## config.mk

```make
export PLATFORM = sky130hd
export DESIGN_NAME = reg_store_unit_flat
export DESIGN_NICKNAME = d
export VERILOG_FILES = /design/src/rtl/reg_store_unit_pkg.sv /design/src/rtl/reg_store_unit_if.sv /design/src/rtl/reg_store_unit_hold_reg.sv /design/src/rtl/reg_store_unit.sv /design/src/flat_wrapper.sv
export SDC_FILE = /design/constraint.sdc
export NUM_CORES = 1
export LEC_CHECK = 0
export ABC_CLOCK_PERIOD_IN_PS = 1650
export CORE_ASPECT_RATIO = 1.25
export CORE_UTILIZATION = 30
export CTS_BUF_LIST = sky130_fd_sc_hd__clkbuf_8
export CTS_CLUSTER_DIAMETER = 80
export DETAILED_ROUTE_END_ITERATION = 10
export MAX_ROUTING_LAYER = met4
export PLACE_DENSITY = 0.63
export SETUP_SLACK_MARGIN = 0.02
export SYNTH_ARGS = -nofsm -noshare
export SYNTH_HDL_FRONTEND = slang
export SYNTH_SLANG_ARGS = --single-unit
```

## constraint.sdc

```tcl
create_clock -name Clock -period 1.65 [get_ports Clock]
set_clock_uncertainty 0.1 [all_clocks]
set_input_delay 0.495 -clock Clock [delete_from_list [all_inputs] [get_ports Clock]]
set_output_delay 0.495 -clock Clock [all_outputs]
set_load 0.02 [all_outputs]
```

## src/rtl/reg_store_unit_pkg.sv

```systemverilog
// Shared definitions for the register store path.
//   - state_t   : store FSM encoding (IDLE=0, WRITE=1, DONE=2; 3 is unused and
//                 falls back to IDLE)
//   - DEF_*     : default data width, address width and write-timeout limit
//   - cnt_width : width of a counter that must reach (limit-1)
package reg_store_unit_pkg;

  localparam int DEF_SIZE    = 8;
  localparam int DEF_ADDR_W  = 8;
  localparam int DEF_TIMEOUT = 16;

  typedef enum logic [1:0] {
    ST_IDLE  = 2'd0,
    ST_WRITE = 2'd1,
    ST_DONE  = 2'd2
  } state_t;

  // A counter only has to count up to limit-1, so $clog2(limit) bits suffice;
  // never return fewer than one bit.
  function automatic int cnt_width(input int limit);
    return (limit > 2) ? $clog2(limit) : 1;
  endfunction

endpackage

```

## src/rtl/reg_store_unit_if.sv

```systemverilog
// Bundle of decoder, register-file and data-memory signals around the store
// unit.
//   slave  modport : the store unit (takes request/register/ack inputs,
//                    drives the memory write port and status)
//   master modport : the surrounding decoder/memory side
// Signals:
//   iStoreReq, iSelB, iAddr[ADDR_W], iRegA[SIZE], iRegB[SIZE] : store request
//   oMemWrEn, oMemAddr[ADDR_W], oMemData[SIZE], iMemAck      : memory write
//   oBusy, oDone, oErr                                        : status
interface reg_store_unit_if
  import reg_store_unit_pkg::*;
#(
  parameter int SIZE   = DEF_SIZE,
  parameter int ADDR_W = DEF_ADDR_W
);

  logic              iStoreReq;
  logic              iSelB;
  logic [ADDR_W-1:0] iAddr;
  logic [SIZE-1:0]   iRegA;
  logic [SIZE-1:0]   iRegB;
  logic              oMemWrEn;
  logic [ADDR_W-1:0] oMemAddr;
  logic [SIZE-1:0]   oMemData;
  logic              iMemAck;
  logic              oBusy;
  logic              oDone;
  logic              oErr;

  modport slave (
    input  iStoreReq, iSelB, iAddr, iRegA, iRegB, iMemAck,
    output oMemWrEn, oMemAddr, oMemData, oBusy, oDone, oErr
  );

  modport master (
    output iStoreReq, iSelB, iAddr, iRegA, iRegB, iMemAck,
    input  oMemWrEn, oMemAddr, oMemData, oBusy, oDone, oErr
  );

endinterface

```

## src/rtl/reg_store_unit_hold_reg.sv

```systemverilog
// store_hold_reg: enable-load register with asynchronous active-low clear.
// Captures the store data or address when a request is accepted and holds it
// for the whole memory transaction.
// Ports:
//   i_clk   : clock
//   i_rst_n : asynchronous active-low clear
//   i_load  : load enable
//   i_d     : value to capture
//   o_q     : held value
module store_hold_reg #(
  parameter int W = 8
) (
  input  logic         i_clk,
  input  logic         i_rst_n,
  input  logic         i_load,
  input  logic [W-1:0] i_d,
  output logic [W-1:0] o_q
);

  logic [W-1:0] r_q;

  always_ff @(posedge i_clk or negedge i_rst_n) begin
    if (!i_rst_n) begin
      r_q <= '0;
    end else if (i_load) begin
      r_q <= i_d;
    end
  end

  assign o_q = r_q;

endmodule

```

## src/rtl/reg_store_unit.sv

```systemverilog
// reg_store_unit: store path from register A/B to data memory.
// A decoder request in IDLE latches the selected register and the address,
// the unit then holds a write strobe until memory acknowledges, and finally
// pulses oDone for one cycle. All outputs are registered.
// Optional feature macro: STORE_TIMEOUT_EN -- abort the write with oErr after
// TIMEOUT write cycles without acknowledge. Without it the write waits
// indefinitely and oErr stays 0.
// Ports:
//   Clock : clock, all state on the rising edge
//   Reset : asynchronous active-low reset
//   bus   : reg_store_unit_if.slave (request, register, memory and status)
module reg_store_unit
  import reg_store_unit_pkg::*;
#(
  parameter int SIZE    = DEF_SIZE,
  parameter int ADDR_W  = DEF_ADDR_W,
  parameter int TIMEOUT = DEF_TIMEOUT
) (
  input  logic             Clock,
  input  logic             Reset,
  reg_store_unit_if.slave  bus
);

  state_t            r_state;
  state_t            w_next;
  logic              w_load;
  logic [SIZE-1:0]   w_sel_data;
  logic [SIZE-1:0]   w_hold_data;
  logic [ADDR_W-1:0] w_hold_addr;
  logic              w_timeout;
  logic              w_wr_en_nx;
  logic              w_busy_nx;
  logic              w_done_nx;
  logic              w_err_nx;
  logic              r_wr_en;
  logic              r_busy;
  logic              r_done;
  logic              r_err;

  // A request is only honoured in IDLE; anything arriving while busy is dropped.
  assign w_load     = (r_state == ST_IDLE) && bus.iStoreReq;
  assign w_sel_data = bus.iSelB ? bus.iRegB : bus.iRegA;

  store_hold_reg #(.W(SIZE)) u_hold_data (
    .i_clk   (Clock),
    .i_rst_n (Reset),
    .i_load  (w_load),
    .i_d     (w_sel_data),
    .o_q     (w_hold_data)
  );

  store_hold_reg #(.W(ADDR_W)) u_hold_addr (
    .i_clk   (Clock),
    .i_rst_n (Reset),
    .i_load  (w_load),
    .i_d     (bus.iAddr),
    .o_q     (w_hold_addr)
  );

`ifdef STORE_TIMEOUT_EN
  localparam int               CNT_W     = cnt_width(TIMEOUT);
  localparam logic [CNT_W-1:0] CNT_LIMIT = CNT_W'(TIMEOUT - 1);

  logic [CNT_W-1:0] r_cnt;

  // Counts unacknowledged WRITE cycles; cleared on the edge that enters WRITE.
  always_ff @(posedge Clock or negedge Reset) begin
    if (!Reset) begin
      r_cnt <= '0;
    end else if (w_load) begin
      r_cnt <= '0;
    end else if ((r_state == ST_WRITE) && !bus.iMemAck && (r_cnt != CNT_LIMIT)) begin
      r_cnt <= r_cnt + 1'b1;
    end
  end

  // An ack on the limit cycle wins: the timeout only fires without ack.
  assign w_timeout = (r_state == ST_WRITE) && !bus.iMemAck && (r_cnt == CNT_LIMIT);
`else
  assign w_timeout = 1'b0;
`endif

  // State register plus registered Moore outputs.
  always_ff @(posedge Clock or negedge Reset) begin
    if (!Reset) begin
      r_state <= ST_IDLE;
      r_wr_en <= 1'b0;
      r_busy  <= 1'b0;
      r_done  <= 1'b0;
      r_err   <= 1'b0;
    end else begin
      r_state <= w_next;
      r_wr_en <= w_wr_en_nx;
      r_busy  <= w_busy_nx;
      r_done  <= w_done_nx;
      r_err   <= w_err_nx;
    end
  end

  // Next-state logic.
  always_comb begin
    w_next = r_state;
    case (r_state)
      ST_IDLE:  if (bus.iStoreReq) w_next = ST_WRITE;
      ST_WRITE: if (bus.iMemAck || w_timeout) w_next = ST_DONE;
      ST_DONE:  w_next = ST_IDLE;
      default:  w_next = ST_IDLE;
    endcase
  end

  // Outputs are decoded from the next state so that the registered strobes
  // change on the same edge as the state itself.
  always_comb begin
    w_wr_en_nx = (w_next == ST_WRITE);
    w_busy_nx  = (w_next == ST_WRITE) || (w_next == ST_DONE);
    w_done_nx  = (w_next == ST_DONE);
    w_err_nx   = (w_next == ST_DONE) && w_timeout;
  end

  assign bus.oMemWrEn = r_wr_en;
  assign bus.oMemAddr = w_hold_addr;
  assign bus.oMemData = w_hold_data;
  assign bus.oBusy    = r_busy;
  assign bus.oDone    = r_done;
  assign bus.oErr     = r_err;

endmodule
```

## src/flat_wrapper.sv

```systemverilog
// flat-port wrapper written by rule: the top's interface ports become plain ports
module reg_store_unit_flat import reg_store_unit_pkg::*;
#(
  parameter int SIZE    = DEF_SIZE,
  parameter int ADDR_W  = DEF_ADDR_W,
  parameter int TIMEOUT = DEF_TIMEOUT
)
  (Clock, Reset, bus_iStoreReq, bus_iSelB, bus_iAddr, bus_iRegA, bus_iRegB, bus_iMemAck, bus_oMemWrEn, bus_oMemAddr, bus_oMemData, bus_oBusy, bus_oDone, bus_oErr);
  reg_store_unit_if #(.SIZE(SIZE), .ADDR_W(ADDR_W)) bus_i ();
  input  logic Clock;
  input  logic Reset;
  input wire logic [$bits(bus_i.iStoreReq)-1:0] bus_iStoreReq;
  input wire logic [$bits(bus_i.iSelB)-1:0] bus_iSelB;
  input wire logic [$bits(bus_i.iAddr)-1:0] bus_iAddr;
  input wire logic [$bits(bus_i.iRegA)-1:0] bus_iRegA;
  input wire logic [$bits(bus_i.iRegB)-1:0] bus_iRegB;
  input wire logic [$bits(bus_i.iMemAck)-1:0] bus_iMemAck;
  output wire logic [$bits(bus_i.oMemWrEn)-1:0] bus_oMemWrEn;
  output wire logic [$bits(bus_i.oMemAddr)-1:0] bus_oMemAddr;
  output wire logic [$bits(bus_i.oMemData)-1:0] bus_oMemData;
  output wire logic [$bits(bus_i.oBusy)-1:0] bus_oBusy;
  output wire logic [$bits(bus_i.oDone)-1:0] bus_oDone;
  output wire logic [$bits(bus_i.oErr)-1:0] bus_oErr;
  assign bus_i.iStoreReq = bus_iStoreReq;
  assign bus_i.iSelB = bus_iSelB;
  assign bus_i.iAddr = bus_iAddr;
  assign bus_i.iRegA = bus_iRegA;
  assign bus_i.iRegB = bus_iRegB;
  assign bus_i.iMemAck = bus_iMemAck;
  assign bus_oMemWrEn = bus_i.oMemWrEn;
  assign bus_oMemAddr = bus_i.oMemAddr;
  assign bus_oMemData = bus_i.oMemData;
  assign bus_oBusy = bus_i.oBusy;
  assign bus_oDone = bus_i.oDone;
  assign bus_oErr = bus_i.oErr;
  reg_store_unit #(.SIZE(SIZE), .ADDR_W(ADDR_W), .TIMEOUT(TIMEOUT)) u_core (.Clock(Clock), .Reset(Reset), .bus(bus_i));
endmodule
```

# ---- Yosys cells after proc, flatten, opt, wreduce, memory -nomap -nowiden
# Cells that the tools add are included.
dict set report totals {
  rom_bits 0
  out_inout_bits 20
  ff_bits 21
  latchBits 0
  ram_bits 0
  memories 0
  in_bits 29
}
dict set report op_classes {
  eq_ne 3
  add_sub_neg 0
  div 0
  order_cmp 0
  n_mux 4
  shift 0
  reduce_logical 3
  bitwise_logic 0
  n_mul 0
}
# op count
set op_table {}
lappend op_table {{$mux W8} 1}
lappend op_table {{$eq A2 B1 Y1 const B} 2}
lappend op_table {{$mux W2} 2}
lappend op_table {{$pmux W2 S2} 1}
lappend op_table {{$eq A2 B2 Y1 const B} 1}
lappend op_table {{$logic_not A2 Y1} 1}
lappend op_table {{$logic_and A1 B1 Y1} 1}
lappend op_table {{$logic_or A1 B1 Y1} 1}

# ---- Logic depth before layout (Yosys ltp)
dict set report logic_depth {
  depth_word 4
  depth_mapped 4
  depth_no_buf 4
}

# ---- Modules after synthesis
# Synthesis repeated with hierarchy kept, for this count alone.
dict set report hier_totals {
  cells_unflattened 61
  hier_area_um2 1002.2
}
# module cells_each area_per_inst_um2 seq_area_each_um2 n_inst
set by_module_without_submodules {}
lappend by_module_without_submodules {store_hold_reg 17 331.6 200.2 2}
lappend by_module_without_submodules {reg_store_unit 27 339.1 125.1 1}

# ---- Worst setup path before layout
# OpenSTA, ideal clock, no wires.
dict set report synth_timing {
  path_kind {input-to-reg}
  from {input port bus_iSelB}
  to {register u_core.u_hold_data.r_q[5], in the netlist u_core.u_hold_data.o_q[5]}
  required_ns 1.425
  slack_ns 0.058
  stages 3
  path_buffers 1
  t_arrival_ns 1.367
  setup_time_ns 0.125
  path_cell_list {clkbuf_1 mux2_2 mux2_2}
}
dict set report synth_via {
  elab_chain_cells 1
}
# item line
set synth_lines {}
lappend synth_lines {{from (decl)} flat_wrapper.sv:13} ;# input wire logic [$bits(bus_i.iSelB)-1:0] bus_iSelB;
lappend synth_lines {{$mux W8} reg_store_unit.sv:42} ;# assign w_sel_data = bus.iSelB ? bus.iRegB : bus.iRegA;
lappend synth_lines {{to (signal assigned)} reg_store_unit_hold_reg.sv:26} ;# r_q <= i_d;
lappend synth_lines {{to (decl)} reg_store_unit_hold_reg.sv:20} ;# logic [W-1:0] r_q;
# No other way between the ends.
# A chain may end at the register's enable or synchronous reset.

# ---- Final worst setup path
dict set report layout_timing {
  from {register u_core.u_hold_data.r_q[4], in the netlist u_core.u_hold_data.o_q[4]}
  to {output port bus_oMemData[4]}
}
# item line
set layout_lines {}
lappend layout_lines {{to (decl)} flat_wrapper.sv:20} ;# output wire logic [$bits(bus_i.oMemData)-1:0] bus_oMemData;
# No word-level cell between the ends.

==> results.toml <==
[clock_network]
tritoncts = "done"
cts_made_buffers = 3
cts_sinks = 21
root_buffer = "clkbuf_8"
postCtsHoldBufs = 0
clk_path_buf_depth = 2
h-tree-depth = 1
clk_pin_slew_ps = 70
insertion_delay_ps = 250

[placed_design]
dp.cells = 142
dp.final_hpwl_mm = 1.439
gp_congestion = 0.6474
numPortBuffers = 47

[critical_path]
path_class = "register to output pin"
crit_cells = 1
ff2ff_path_depth = 3
slowest_delay_ps = 380
critPathCaptureType = "output pin"
rrSetupSlack_ps = 170
r2r-start = "u_core.r_state[1]$_DFF_PN0_"
cp-start-kind = "register"
worstPathArrival_ps = 960
crit_chain = "dlygate4sd2_1"
r2r-end = "u_core.u_hold_addr.o_q[5]$_DFFE_PN0P_"
worstPathRequired_ps = 1050
critPathBufInv = 1
slowest_stage = "dfrtp_1"
path_delay_family = "flip-flops"
crit_start = "u_core.u_hold_data.o_q[4]$_DFFE_PN0P_"
crit_end = "bus_oMemData[4]"
critPathMaxFanout = 2

[global_route]
grt_pass1_wl_mm = 2.960
grt_max_degree = 22
track_usage = 0.1270
grt-ovfl-total = 0
grt_antenna_before_repair = 0
grt_pass1_vias = 666

[timing]
fmax_mhz = 644.4
finalSetupViolCount = 0
fin_hold_ws_ps = 404.5
fin_setup_tns_ps = 0
rsz0062_at_grt = "false"
hold_viol_final = 0
drv_slew = 0
fin_crit_ps = 1552
post-route-period-util = 0.9405

[finish]
drive_gt1_frac = 0.3125
diodes = 0
n_fill_cell = 304
finalCoreUtilization = 0.5167
layout.nets = 144
fin_cells = 148
syn_to_final_growth_pct = 65.52

[detailed_routing]
vias = 649
drc_errors = 0
antenna_left = 0
wl_per_cell_um = 12.39
first_pass_iters = 2
avgViaCountPerCell = 4.385
drt-total-wl_mm = 1.833
dr.first_iter.drc_count = 2

[synth]
avgSynthCellArea_um2 = 15.44
syn_area_um2 = 910.9
yosysWarnings = 0
synth_fp_nets = 90
netlist_instances = 59
synth.distinct_cells = 13
ys_seq_area_frac = 0.5769
synth_seq_cells = 21

[floorplan]
core_mm2 = 0.002918
die_h_um = 63.61
fp-row-count = 22
start_util = 0.3122
ios = 49
dieArea_mm2 = 0.003262
die_w_um = 51.29

[power_and_ir_drop]
ir_worst_vdd_uv = 638.7
leakagePower_nw = 0.6804
powerDensity_mw_per_mm2 = 1336

[job]
drv_cap = 0

[status]
status = "complete, no violations"

[min_path]
min_path_type = "register to register"
cell usage after synthesis, drive strengths merged:
| master | n | share of area |
|---|---|---|
| a21o | 1 | 0.0096 |
| a21oi | 1 | 0.0055 |
| buf | 2 | 0.025 |
| clkbuf | 1 | 0.0041 |
| conb | 1 | 0.0041 |
| dfrtp | 21 | 0.58 |
| ha | 2 | 0.027 |
| inv | 2 | 0.0082 |
| mux2 | 24 | 0.30 |
| nand2b | 2 | 0.014 |
| nand3b | 1 | 0.0082 |
| nor3b | 1 | 0.021 |
cell usage in the layout, fill, tap and decap left out:
cell,instances
clkbuf_8,3
a21o_2,1
mux2_2,24
clkdlybuf4s50_1,26
clkinv_2,1
buf_12,2
buf_4,2
inv_1,2
conb_1,1
a21oi_1,1
nand2b_1,2
dfrtp_1,21
nor3b_4,1
bufbuf_16,1
nand3b_1,1
dlygate4sd2_1,21
ha_1,2
stage by stage:
stage | instance area, um^2 | power, mW | setup WS, ps
global route | 1508 | 2.146 | 59.73
CTS | 1508 | 2.053 | 81.41
detailed placement | 1448 | 1.821 | -311.2
global placement | 1448 | 1.797 | -297.2
floorplan | 910.9 | 1.305 | 58.08
finish | 1508 | 2.014 | 98.16
routing by layer:
layer / track usage / vias to the layer above / wire (um)
li1: - / 307 / -
met1: 0.1320 / 309 / 735
met2: 0.2155 / 31 / 911
met4: 0.08108 / 0 / 36
met5: - / - / 0
met3: 0.02174 / 2 / 150
kinds of logic (layout without fill, tap and decap cells):
logic type | after synthesis | after routing | share of synthesized area
and+or+nand+nor | 4 | 4 | 0.04259
DFF | 21 | 21 | 0.5769
muxes | 24 | 24 | 0.2967
adders and majority gates | 2 | 2 | 0.02747
other | 1 | 1 | 0.004117
AOI/OAI and AO/OA | 2 | 2 | 0.01511
buffers and inverters | 5 | 58 | 0.03709
worst min-delay path by stage:
stage / depth (start not counted) / to / start
final: 1 / u_core.u_hold_addr.o_q[3]$_DFFE_PN0P_ / u_core.u_hold_addr.o_q[3]$_DFFE_PN0P_
after global routing: 1 / u_core.u_hold_data.o_q[1]$_DFFE_PN0P_ / u_core.u_hold_data.o_q[1]$_DFFE_PN0P_
after CTS: 1 / u_core.u_hold_addr.o_q[3]$_DFFE_PN0P_ / u_core.u_hold_addr.o_q[3]$_DFFE_PN0P_
after detailed placement: 1 / u_core.u_hold_addr.o_q[3]$_DFFE_PN0P_ / u_core.u_hold_addr.o_q[3]$_DFFE_PN0P_
after global placement: 1 / u_core.u_hold_addr.o_q[6]$_DFFE_PN0P_ / u_core.u_hold_addr.o_q[6]$_DFFE_PN0P_
after floorplan: 0 / u_core.bus.oBusy$_DFF_PN0_ / Reset
power by group:
| part | switching [mW] | internal [mW] | total (mW) |
|---|---|---|---|
| combinational | 0.427 | 0.470 | 0.896 |
| sequential | 0.0906 | 0.707 | 0.798 |
| clock | 0.152 | 0.168 | 0.320 |
flip-flops by register name, summed over array words and instances, names as in the netlist:
signal and flops:
u_core.u_hold_data.o_q 8, u_core.r_state 2, u_core.u_hold_addr.o_q 8, u_core.bus.oMemWrEn 1
u_core.bus.oBusy 1, u_core.bus.oDone 1
layout make-up:
type,instances,area (um^2),area share
Timing Repair Buffer,52,531.8,0.3527
Multi-Input combinational cell,33,351.6,0.2332
Clock buffer,3,41.29,0.02739
Clock inverter,1,5.005,0.003319
Sequential cell,21,525.5,0.3485
Tap cell,36,45.04,0.02988
Inverter,2,7.507,0.004979
timing repair:
action	in CTS	in global routing
resized for setup	21	0
endpoints found under the setup margin	35	0
buffers inserted	1	0
Note: power is estimated with default switching activity, not from simulation.
